$ cat src/rtl/api_spi_pkg.sv
// api_spi_pkg: definitions shared by the miner SPI transfer engine.
//   state_e      - frame sequencer states
//   *_DEF        - default channel count, word width and frame length
//   ch_width()   - channel-select width derived from the channel count
package api_spi_pkg;

    localparam int API_NUM_DEF  = 32;
    localparam int DW_DEF       = 32;
    localparam int WORK_LEN_DEF = 23;

    typedef enum logic [2:0] {
        IDLE,
        SETUP,
        FETCH,
        SHIFT,
        HOLD,
        ABORT
    } state_e;

    // A single channel still needs a 1-bit select so ports never collapse to zero width.
    function automatic int ch_width(input int n);
        return (n > 1) ? $clog2(n) : 1;
    endfunction

endpackage

$ cat src/rtl/api_spi_clkgen.sv
// api_spi_clkgen: SCK half-period generator.
//   clk_i, rst_i  - clock and asynchronous active-high reset
//   en_i          - run enable; while low the counter and sck are held at 0
//   h_i           - half period in clk cycles (must be >= 1)
//   rise_en_o     - strobe in the cycle whose closing edge raises sck
//   fall_en_o     - strobe in the cycle whose closing edge lowers sck
//   sck_o         - registered serial clock level, idle low
module api_spi_clkgen #(
    parameter int DIV_W = 8
) (
    input  logic             clk_i,
    input  logic             rst_i,
    input  logic             en_i,
    input  logic [DIV_W-1:0] h_i,
    output logic             rise_en_o,
    output logic             fall_en_o,
    output logic             sck_o
);

    logic [DIV_W-1:0] cnt_q, cnt_d;
    logic             sck_q, sck_d;
    logic             phase_end;

    assign phase_end = en_i && (cnt_q == (h_i - DIV_W'(1)));

    always_comb begin
        cnt_d = cnt_q;
        sck_d = sck_q;
        if (!en_i) begin
            // Dropping the enable restarts the next word on a full low phase.
            cnt_d = '0;
            sck_d = 1'b0;
        end else if (phase_end) begin
            cnt_d = '0;
            sck_d = ~sck_q;
        end else begin
            cnt_d = cnt_q + DIV_W'(1);
        end
    end

    always_ff @(posedge clk_i or posedge rst_i) begin
        if (rst_i) begin
            cnt_q <= '0;
            sck_q <= 1'b0;
        end else begin
            cnt_q <= cnt_d;
            sck_q <= sck_d;
        end
    end

    assign rise_en_o = phase_end && !sck_q;
    assign fall_en_o = phase_end && sck_q;
    assign sck_o     = sck_q;

endmodule

$ cat src/rtl/api_spi_xfer.sv
// api_spi_xfer: streams one work frame of WORK_LEN words from the TX FIFO to
// one miner channel over SPI mode 0 while capturing that channel's MISO.
//   CLK_I, RST_I         - clock, asynchronous active-high reset
//   start, ch_sel,
//   reg_sck, lsb_first   - frame request and its settings (latched on start)
//   tx_valid, tx_data,
//   tx_ready             - TX FIFO side; tx_ready is a one-cycle pop strobe
//   rx_valid, rx_data,
//   rx_ch                - RX FIFO side; rx_valid is a one-cycle push strobe
//   busy, done, err      - status; done/err are one-cycle completion pulses
//   load, sck, mosi, miso- board pins, load one-hot on the active channel
module api_spi_xfer
    import api_spi_pkg::*;
#(
    parameter int API_NUM   = API_NUM_DEF,
    parameter int DW        = DW_DEF,
    parameter int WORK_LEN  = WORK_LEN_DEF,
    parameter int DIV_W     = 8,
    parameter int STALL_MAX = 65535,
    parameter int CH_W      = ch_width(API_NUM)
) (
    input  logic               CLK_I,
    input  logic               RST_I,
    input  logic               start,
    input  logic [CH_W-1:0]    ch_sel,
    input  logic [DIV_W-1:0]   reg_sck,
    input  logic               lsb_first,
    input  logic               tx_valid,
    input  logic [DW-1:0]      tx_data,
    output logic               tx_ready,
    output logic               rx_valid,
    output logic [DW-1:0]      rx_data,
    output logic [CH_W-1:0]    rx_ch,
    output logic               busy,
    output logic               done,
    output logic               err,
    output logic [API_NUM-1:0] load,
    output logic               sck,
    output logic               mosi,
    input  logic [API_NUM-1:0] miso
);

    localparam int WC_W = $clog2(WORK_LEN + 1);
    localparam int ST_W = $clog2(STALL_MAX + 1);
    localparam int BC_W = (DW > 1) ? $clog2(DW) : 1;

    state_e             state_q;
    logic [CH_W-1:0]    ch_q;
    logic [DIV_W-1:0]   h_q;
    logic [DIV_W-1:0]   cnt_q;
    logic               lsb_q;
    logic [WC_W-1:0]    word_cnt_q;
    logic [ST_W-1:0]    stall_q;
    logic [BC_W-1:0]    bit_cnt_q;
    logic [DW-1:0]      tx_sh_q;
    logic [DW-1:0]      rx_sh_q;
    logic [DW-1:0]      rx_data_q;
    logic [CH_W-1:0]    rx_ch_q;
    logic [API_NUM-1:0] load_q;
    logic               mosi_q;
    logic               tx_ready_q;
    logic               rx_valid_q;
    logic               done_q;
    logic               err_q;

    logic rise_en;
    logic fall_en;
    logic sck_w;
    logic miso_bit;

    assign miso_bit = miso[ch_q];

    api_spi_clkgen #(
        .DIV_W(DIV_W)
    ) u_clkgen (
        .clk_i    (CLK_I),
        .rst_i    (RST_I),
        .en_i     (state_q == SHIFT),
        .h_i      (h_q),
        .rise_en_o(rise_en),
        .fall_en_o(fall_en),
        .sck_o    (sck_w)
    );

    always_ff @(posedge CLK_I or posedge RST_I) begin
        if (RST_I) begin
            state_q    <= IDLE;
            ch_q       <= '0;
            h_q        <= DIV_W'(1);
            cnt_q      <= '0;
            lsb_q      <= 1'b0;
            word_cnt_q <= '0;
            stall_q    <= '0;
            bit_cnt_q  <= '0;
            tx_sh_q    <= '0;
            rx_sh_q    <= '0;
            rx_data_q  <= '0;
            rx_ch_q    <= '0;
            load_q     <= '0;
            mosi_q     <= 1'b0;
            tx_ready_q <= 1'b0;
            rx_valid_q <= 1'b0;
            done_q     <= 1'b0;
            err_q      <= 1'b0;
        end else begin
            tx_ready_q <= 1'b0;
            rx_valid_q <= 1'b0;
            done_q     <= 1'b0;
            err_q      <= 1'b0;
            case (state_q)
                IDLE: begin
                    if (start) begin
                        ch_q       <= ch_sel;
                        h_q        <= (reg_sck == '0) ? DIV_W'(1) : reg_sck;
                        lsb_q      <= lsb_first;
                        word_cnt_q <= '0;
                        stall_q    <= '0;
                        cnt_q      <= '0;
                        load_q     <= API_NUM'(1) << ch_sel;
                        state_q    <= SETUP;
                    end
                end
                SETUP: begin
                    if (cnt_q == (h_q - DIV_W'(1))) begin
                        cnt_q   <= '0;
                        state_q <= FETCH;
                    end else begin
                        cnt_q <= cnt_q + DIV_W'(1);
                    end
                end
                FETCH: begin
                    if (tx_valid) begin
                        tx_ready_q <= 1'b1;
                        tx_sh_q    <= tx_data;
                        mosi_q     <= lsb_q ? tx_data[0] : tx_data[DW-1];
                        bit_cnt_q  <= '0;
                        state_q    <= SHIFT;
                    end else if (stall_q == ST_W'(STALL_MAX - 1)) begin
                        // The stall budget spans the whole frame, not each word.
                        stall_q <= stall_q + ST_W'(1);
                        load_q  <= '0;
                        mosi_q  <= 1'b0;
                        err_q   <= 1'b1;
                        state_q <= ABORT;
                    end else begin
                        stall_q <= stall_q + ST_W'(1);
                    end
                end
                SHIFT: begin
                    if (rise_en) begin
                        rx_sh_q <= lsb_q ? {miso_bit, rx_sh_q[DW-1:1]}
                                         : {rx_sh_q[DW-2:0], miso_bit};
                    end
                    if (fall_en) begin
                        if (bit_cnt_q == BC_W'(DW - 1)) begin
                            // Last rise was H cycles ago, so rx_sh_q is complete.
                            rx_valid_q <= 1'b1;
                            rx_data_q  <= rx_sh_q;
                            rx_ch_q    <= ch_q;
                            word_cnt_q <= word_cnt_q + WC_W'(1);
                            if (word_cnt_q == WC_W'(WORK_LEN - 1)) begin
                                load_q  <= '0;
                                mosi_q  <= 1'b0;
                                cnt_q   <= '0;
                                state_q <= HOLD;
                            end else begin
                                state_q <= FETCH;
                            end
                        end else begin
                            bit_cnt_q <= bit_cnt_q + BC_W'(1);
                            tx_sh_q   <= lsb_q ? (tx_sh_q >> 1) : (tx_sh_q << 1);
                            mosi_q    <= lsb_q ? tx_sh_q[1] : tx_sh_q[DW-2];
                        end
                    end
                end
                HOLD: begin
                    if (cnt_q == (h_q - DIV_W'(1))) begin
                        done_q  <= 1'b1;
                        state_q <= IDLE;
                    end else begin
                        cnt_q <= cnt_q + DIV_W'(1);
                    end
                end
                ABORT: begin
                    state_q <= IDLE;
                end
                default: begin
                    state_q <= IDLE;
                end
            endcase
        end
    end

    assign tx_ready = tx_ready_q;
    assign rx_valid = rx_valid_q;
    assign rx_data  = rx_data_q;
    assign rx_ch    = rx_ch_q;
    assign busy     = (state_q != IDLE);
    assign done     = done_q;
    assign err      = err_q;
    assign load     = load_q;
    assign sck      = sck_w;
    assign mosi     = mosi_q;

endmodule

$ cat config.mk
export PLATFORM = sky130hd
export DESIGN_NAME = api_spi_xfer
export DESIGN_NICKNAME = d
export VERILOG_FILES = /design/src/rtl/api_spi_pkg.sv /design/src/rtl/api_spi_clkgen.sv /design/src/rtl/api_spi_xfer.sv
export SDC_FILE = /design/constraint.sdc
export NUM_CORES = 1
export LEC_CHECK = 0
export BUFFER_PORTS_ARGS = -buffer_cell sky130_fd_sc_hd__buf_2
export CORE_AREA = 2 2 221 158
export CTS_BUF_LIST = sky130_fd_sc_hd__clkbuf_8
export CTS_CLUSTER_DIAMETER = 100
export CTS_CLUSTER_SIZE = 10
export DETAILED_ROUTE_END_ITERATION = 10
export DIE_AREA = 0 0 223 160
export MAX_ROUTING_LAYER = met4
export SLEW_MARGIN = 25
export SYNTH_ARGS = -nofsm -noshare
export SYNTH_HDL_FRONTEND = slang
export SYNTH_SLANG_ARGS = --single-unit
$ cat constraint.sdc
create_clock -name CLK_I -period 7.2 [get_ports CLK_I]
set_input_delay 1.44 -clock CLK_I [delete_from_list [all_inputs] [get_ports CLK_I]]
set_output_delay 1.44 -clock CLK_I [all_outputs]
set_load 0.01 [all_outputs]
* Word-level counts from Yosys, hierarchy flattened
Cells that the tools add are included.
Storage, ports and cells: register bits 198, input bits 82, output and inout bits 76, logic and storage cells 139
Operators by class: add/sub/neg operators 6, $lt $le $gt $ge 1, equality and inequality tests 23, shift operators 1, multiplexer cells 65, bitwise logic cells 1, reduce and logical (&&, ||, !) cells 22
Operators by type and width (number):
- $mux W32 | 11
- $pmux W32 S3 | 1
- $mux W8 | 9
- $pmux W32 S2 | 1
- $mux W16 | 2
- $pmux W16 S2 | 1
- $pmux W8 S4 | 1
- $shl A1 B5 Y32 const A | 1
- $mux W5 | 6
- $mux W3 | 8
- $ne A2 B2 Y1 const B | 12
- $mux W1 | 20
- $pmux W5 S2 | 2
- $add A16 B1 Y16 const B | 1
- $add A8 B1 Y8 const B | 2
- $eq A16 B16 Y1 const B | 1
- $eq A8 B8 Y1 | 2
- $pmux W3 S5 | 1
- $reduce_and A4 Y1 | 3
- $reduce_and A6 Y1 | 2
- $add A5 B1 Y5 const B | 2
- $eq A5 B5 Y1 const B | 2
- $logic_not A8 Y1 | 1
- $sub A8 B1 Y8 const B | 1
- 17 further kinds | 26

* Logic depth before layout (Yosys ltp)
word-level depth 6, gate-level depth with buffers 12, depth with buffers taken out 9

* Cells and area by module
Synthesis repeated with hierarchy kept, for this count alone.
Second synthesis, totals: cell total of the unflattened synthesis 1047, area, all modules 10154.7 µm²
By module, submodules not included:
- api_spi_xfer | instances 1, cells an instance 971, area an instance 9462.8 µm², sequential area each 4730.8 µm²
- api_spi_clkgen | instances 1, cells an instance 76, area an instance 691.9 µm², sequential area each 225.2 µm²

* Worst setup path after synthesis
Ideal clock, no wire load.
path type input-to-reg, from input start, to register stall_q[11], library setup time 78 ps, arrival time 3202 ps, required time 7122 ps, path slack 3920 ps, stages 7, buffers on the path 1, cells stage by stage or4b_2 clkbuf_1 a21oi_1 and3_1 nand4_1 or3_1 a21oi_1
Between the ends: word-level cells in the longest chain between the ends 2
RTL lines:
- start: declaration | RTL line api_spi_xfer.sv:24 | input logic start,
- $ne A2 B2 Y1 (no source line)
- $reduce_and A3 Y1 (no source line)
- end signal: assignment | RTL line api_spi_xfer.sv:140 | stall_q <= stall_q + ST_W'(1);
- end signal: assignment | RTL line api_spi_xfer.sv:146 | stall_q <= stall_q + ST_W'(1);
- end: declaration | RTL line api_spi_xfer.sv:53 | logic [ST_W-1:0] stall_q;
No other way between the ends. A chain may end at the register's enable or synchronous reset.

* Worst setup path in the final report
from register h_q[2], to register load_q[26] (netlist: load[26])
Between the ends: word-level cells in the longest chain between the ends 6
RTL lines:
- start: declaration | RTL line api_spi_xfer.sv:49 | logic [DIV_W-1:0] h_q;
- start signal: assignment | RTL line api_spi_xfer.sv:114 | h_q <= (reg_sck == '0) ? DIV_W'(1) : reg_sck;
- $sub A8 B1 Y8 | RTL line api_spi_clkgen.sv:24 | assign phase_end = en_i && (cnt_q == (h_i - DIV_W'(1)));
- $eq A8 B8 Y1 | RTL line api_spi_clkgen.sv:24
- $logic_and A1 B1 Y1 | RTL line api_spi_clkgen.sv:24
- $logic_and A1 B1 Y1 | RTL line api_spi_clkgen.sv:52 | assign fall_en_o = phase_end && sck_q;
- $ne A2 B2 Y1 (no source line)
- $reduce_and A7 Y1 (no source line)
- end signal: assignment | RTL line api_spi_xfer.sv:119 | load_q <= API_NUM'(1) << ch_sel;
- end: declaration | RTL line api_spi_xfer.sv:59 | logic [API_NUM-1:0] load_q;
No other way between the ends.

==> impl_metrics.toml <==
[status]
outcome = "completed"

[route]
wl_mm = 23.9
via_count = 7417
postRouteAntennaNets = 0
via_per_inst = 4.82
drc = 0
drt_first_pass_iters = 5
first_iter_violations = 500
wl_per_cell_um = 15.5

[clocking]
cts_tree = "built"
clk_path_buf_depth = 2
ctsHtreeMaxLevel = 4
post-cts-setup-buffers = 0
clkTransAtPathRegs_ns = 0.10
cts-root-buf = "clkbuf_8"
cts_buffers = 17
post_cts_resized = 0
ctsHoldBuffers = 0
cts.sinks = 198
clk_latency_ns = 0.49

[worst_setup_path]
path_class = "flop to flop"
cp.required_ns = 7.57
startpoint = "h_q[2]$_DFFE_PP0P_"
rr_worst_depth = 8
ff2ff_setup_slack_ns = 3.41
critPathMaxFanout = 32
r2r_end = "load[26]$_DFFE_PP0P_"
rr_startpoint = "h_q[2]$_DFFE_PP0P_"
cp-start-kind = "flop"
crit_path_end = "load[26]$_DFFE_PP0P_"
endpoint_kind = "flop"
critical_path_arrival_ns = 4.16

[worst_hold_path]
hold_path.class = "flop to flop"

[logic_synthesis]
synth-edff-count = 0
ys_top_cells_by_area = "dfrtp_1 (50%), mux2_2 (6.9%), mux2i_1 (6.4%)"
ys_types = 57
synth-seq-cells = 198
ys_top_cells_by_count = "dfrtp_1 (197), nand2_1 (130), nor2_1 (91)"
synth_area_sq_um = 9920
syn_inst = 962
postSynthAreaPerCell_sq_um = 10.3
yosys.area.top_type_share_pct = 49.7
synth_nets = 1053
ys.flop_type = "dfrtp_1"
synth_most_common_cell = "dfrtp_1"
yosysSeqAreaShare_pct = 50.0
ys_warn_count = 0
synth-async-reset-ratio_pct = 100
yosysTopAreaCell = "dfrtp_1"

[flow_run]
maxCapViolCount = 0

[grt]
antenna_found_initial = 0
track_usage_pct = 14.3
grt_start_max_net_pins = 154
grt_pass1_vias = 7484
grt_overflow_total = 0
grt_pass1_wl_mm = 39.6

[final_layout]
drive_above_1_share_pct = 25.8
areaGrowthSynthToFinish_pct = 15.9
n_antenna_cell = 0
final-instance-count-excl-fill = 1538
fillCellCount = 3433
layout.nets = 1176

[floorplan]
die_h_um = 160
die-area_sq_um = 35700
num_rows = 57
pin_count = 158
core-area_sq_um = 33900
dieWidth_um = 223
start_util_pct = 29.3

[timing]
fin_skew_ns = 0.0205
relSlewSlack_pct = 44.7
worst_pin_slew_ns = 0.830
drv_slew = 0
fin_crit_ns = 3.79
fmax_mhz = 264
rsz0062_at_grt = "false"
timing.final.crit_share_pct = 52.6
setup_tns_ns = 0
setup_violations = 0
hold_viol_final = 0

[pwr]
p_sw_share_pct = 39.6
p_leak_nw = 5.48
intPower_mw = 2.14
combPwrFrac_pct = 35.4
p_per_area_nw_per_um2 = 308
clockPowerShare_pct = 19.9
netSwitchingPower_mw = 1.40
peakVddDrop_uv = 167
seqPwrFrac_pct = 44.7

[placement]
dp.cells = 1508
portBuffers = 157
place_hpwl_mm = 16.4
gp_congestion = 0.804
==> worst max-delay path: stages, from the launching register on <==
cell and delay (ns):
dfrtp_1 0.50, or4_1 0.67, or4_1 0.55, a21oi_1 0.18, o2111a_1 0.49, a221oi_4 0.20, a2111oi_4 0.25, buf_4 0.43
mux2_2 0.38
==> sequential cells by signal, indices dropped and copies added, names as in the netlist, 3 cells and up <==
name / cells
word_cnt_q: 5
rx_data: 32
rx_sh_q: 32
rx_ch: 5
h_q: 8
cnt_q: 8
ch_q: 5
load: 32
bit_cnt_q: 5
stall_q: 16
tx_sh_q: 32
state_q: 3
u_clkgen.cnt_q: 8
==> layer usage <==
layer,GRT usage (%),vias to the layer above,part of all wire [%]
li1,-,3614,-
met1,20.8,3629,53
met2,20.0,154,42
met3,3.09,20,4.3
met4,3.84,0,1.2
met5,-,-,0
==> logic make-up (layout without fill, tap and decap cells) <==
group / Yosys count / after routing / share of synthesized area [%]
compound gates: 166 / 166 / 9.96
mux: 146 / 146 / 16.9
flops: 198 / 198 / 50.0
fa+ha+maj: 9 / 9 / 1.14
simple gates: 331 / 331 / 15.3
xor+xnor: 37 / 37 / 3.68
buf+inv: 75 / 209 / 3.06
==> worst min-delay path by stage <==
stage                                 start                 endpoint  slack (ns)  depth (start not counted)
finish              tx_sh_q[31]$_DFFE_PP0P_  tx_sh_q[31]$_DFFE_PP0P_        0.49                          2
global route        tx_sh_q[31]$_DFFE_PP0P_  tx_sh_q[31]$_DFFE_PP0P_        0.53                          2
CTS                     load[6]$_DFFE_PP0P_      load[6]$_DFFE_PP0P_        0.50                          1
detailed placement      load[1]$_DFFE_PP0P_      load[1]$_DFFE_PP0P_        0.48                          1
global placement        load[3]$_DFFE_PP0P_      load[3]$_DFFE_PP0P_        0.47                          1
floorplan           tx_sh_q[31]$_DFFE_PP0P_  tx_sh_q[31]$_DFFE_PP0P_        0.45                          2
==> power groups by stage <==
stage / registers, mW / clock network [mW] / logic [mW]
after detailed placement: 1.61 / 0 / 1.26
after CTS: 1.59 / 0.742 / 1.27
after global placement: 1.65 / 0 / 1.19
after global routing: 1.63 / 0.776 / 1.42
after floorplan: 1.45 / 0 / 1.08
final: 1.58 / 0.706 / 1.26
==> final cells by class <==
cell class	count	area [sq um]	area share, %
Timing Repair Buffer	165	866	7.53
Inverter	14	65.1	0.566
Clock buffer	18	248	2.15
Sequential cell	198	4960	43.1
Clock inverter	12	125	1.09
Tap cell	442	553	4.81
Multi-Input combinational cell	689	4680	40.7
==> stage by stage <==
stage / power [mW] / hold WS [ns] / util (%) / setup WS [ns] / instance area, sq um
2_1_floorplan: 2.53 / 0.450 / - / 0.364 / 9920
3_3_place_gp: 2.84 / 0.468 / 32.7 / 3.45 / 11100
3_5_place_dp: 2.87 / 0.476 / 32.8 / 3.38 / 11100
4_1_cts: 3.59 / 0.502 / 33.9 / 3.37 / 11500
5_1_grt: 3.83 / 0.530 / 33.9 / 3.18 / 11500
6_report: 3.55 / 0.494 / 33.9 / 3.41 / 11500
==> cell usage in the layout (no fill, tap or decap), types with 5 or more instances in the layout <==
master	count
a21oi_1	48
a221o_1	7
and3_1	15
buf_2	157
buf_4	7
clkbuf_8	18
dfrtp_1	196
ha_1	9
inv_1	14
mux2_1	12
mux2_2	61
mux2i_1	63
mux4_2	10
nand2_1	130
nand3_1	17
nand3b_1	5
nand4_1	9
nor2_1	90
nor3_1	22
nor4_1	7
o21ai_0	84
o31ai_1	5
or3_1	9
xnor2_1	15
xor2_1	19
Power figures use the tool's default switching activity.
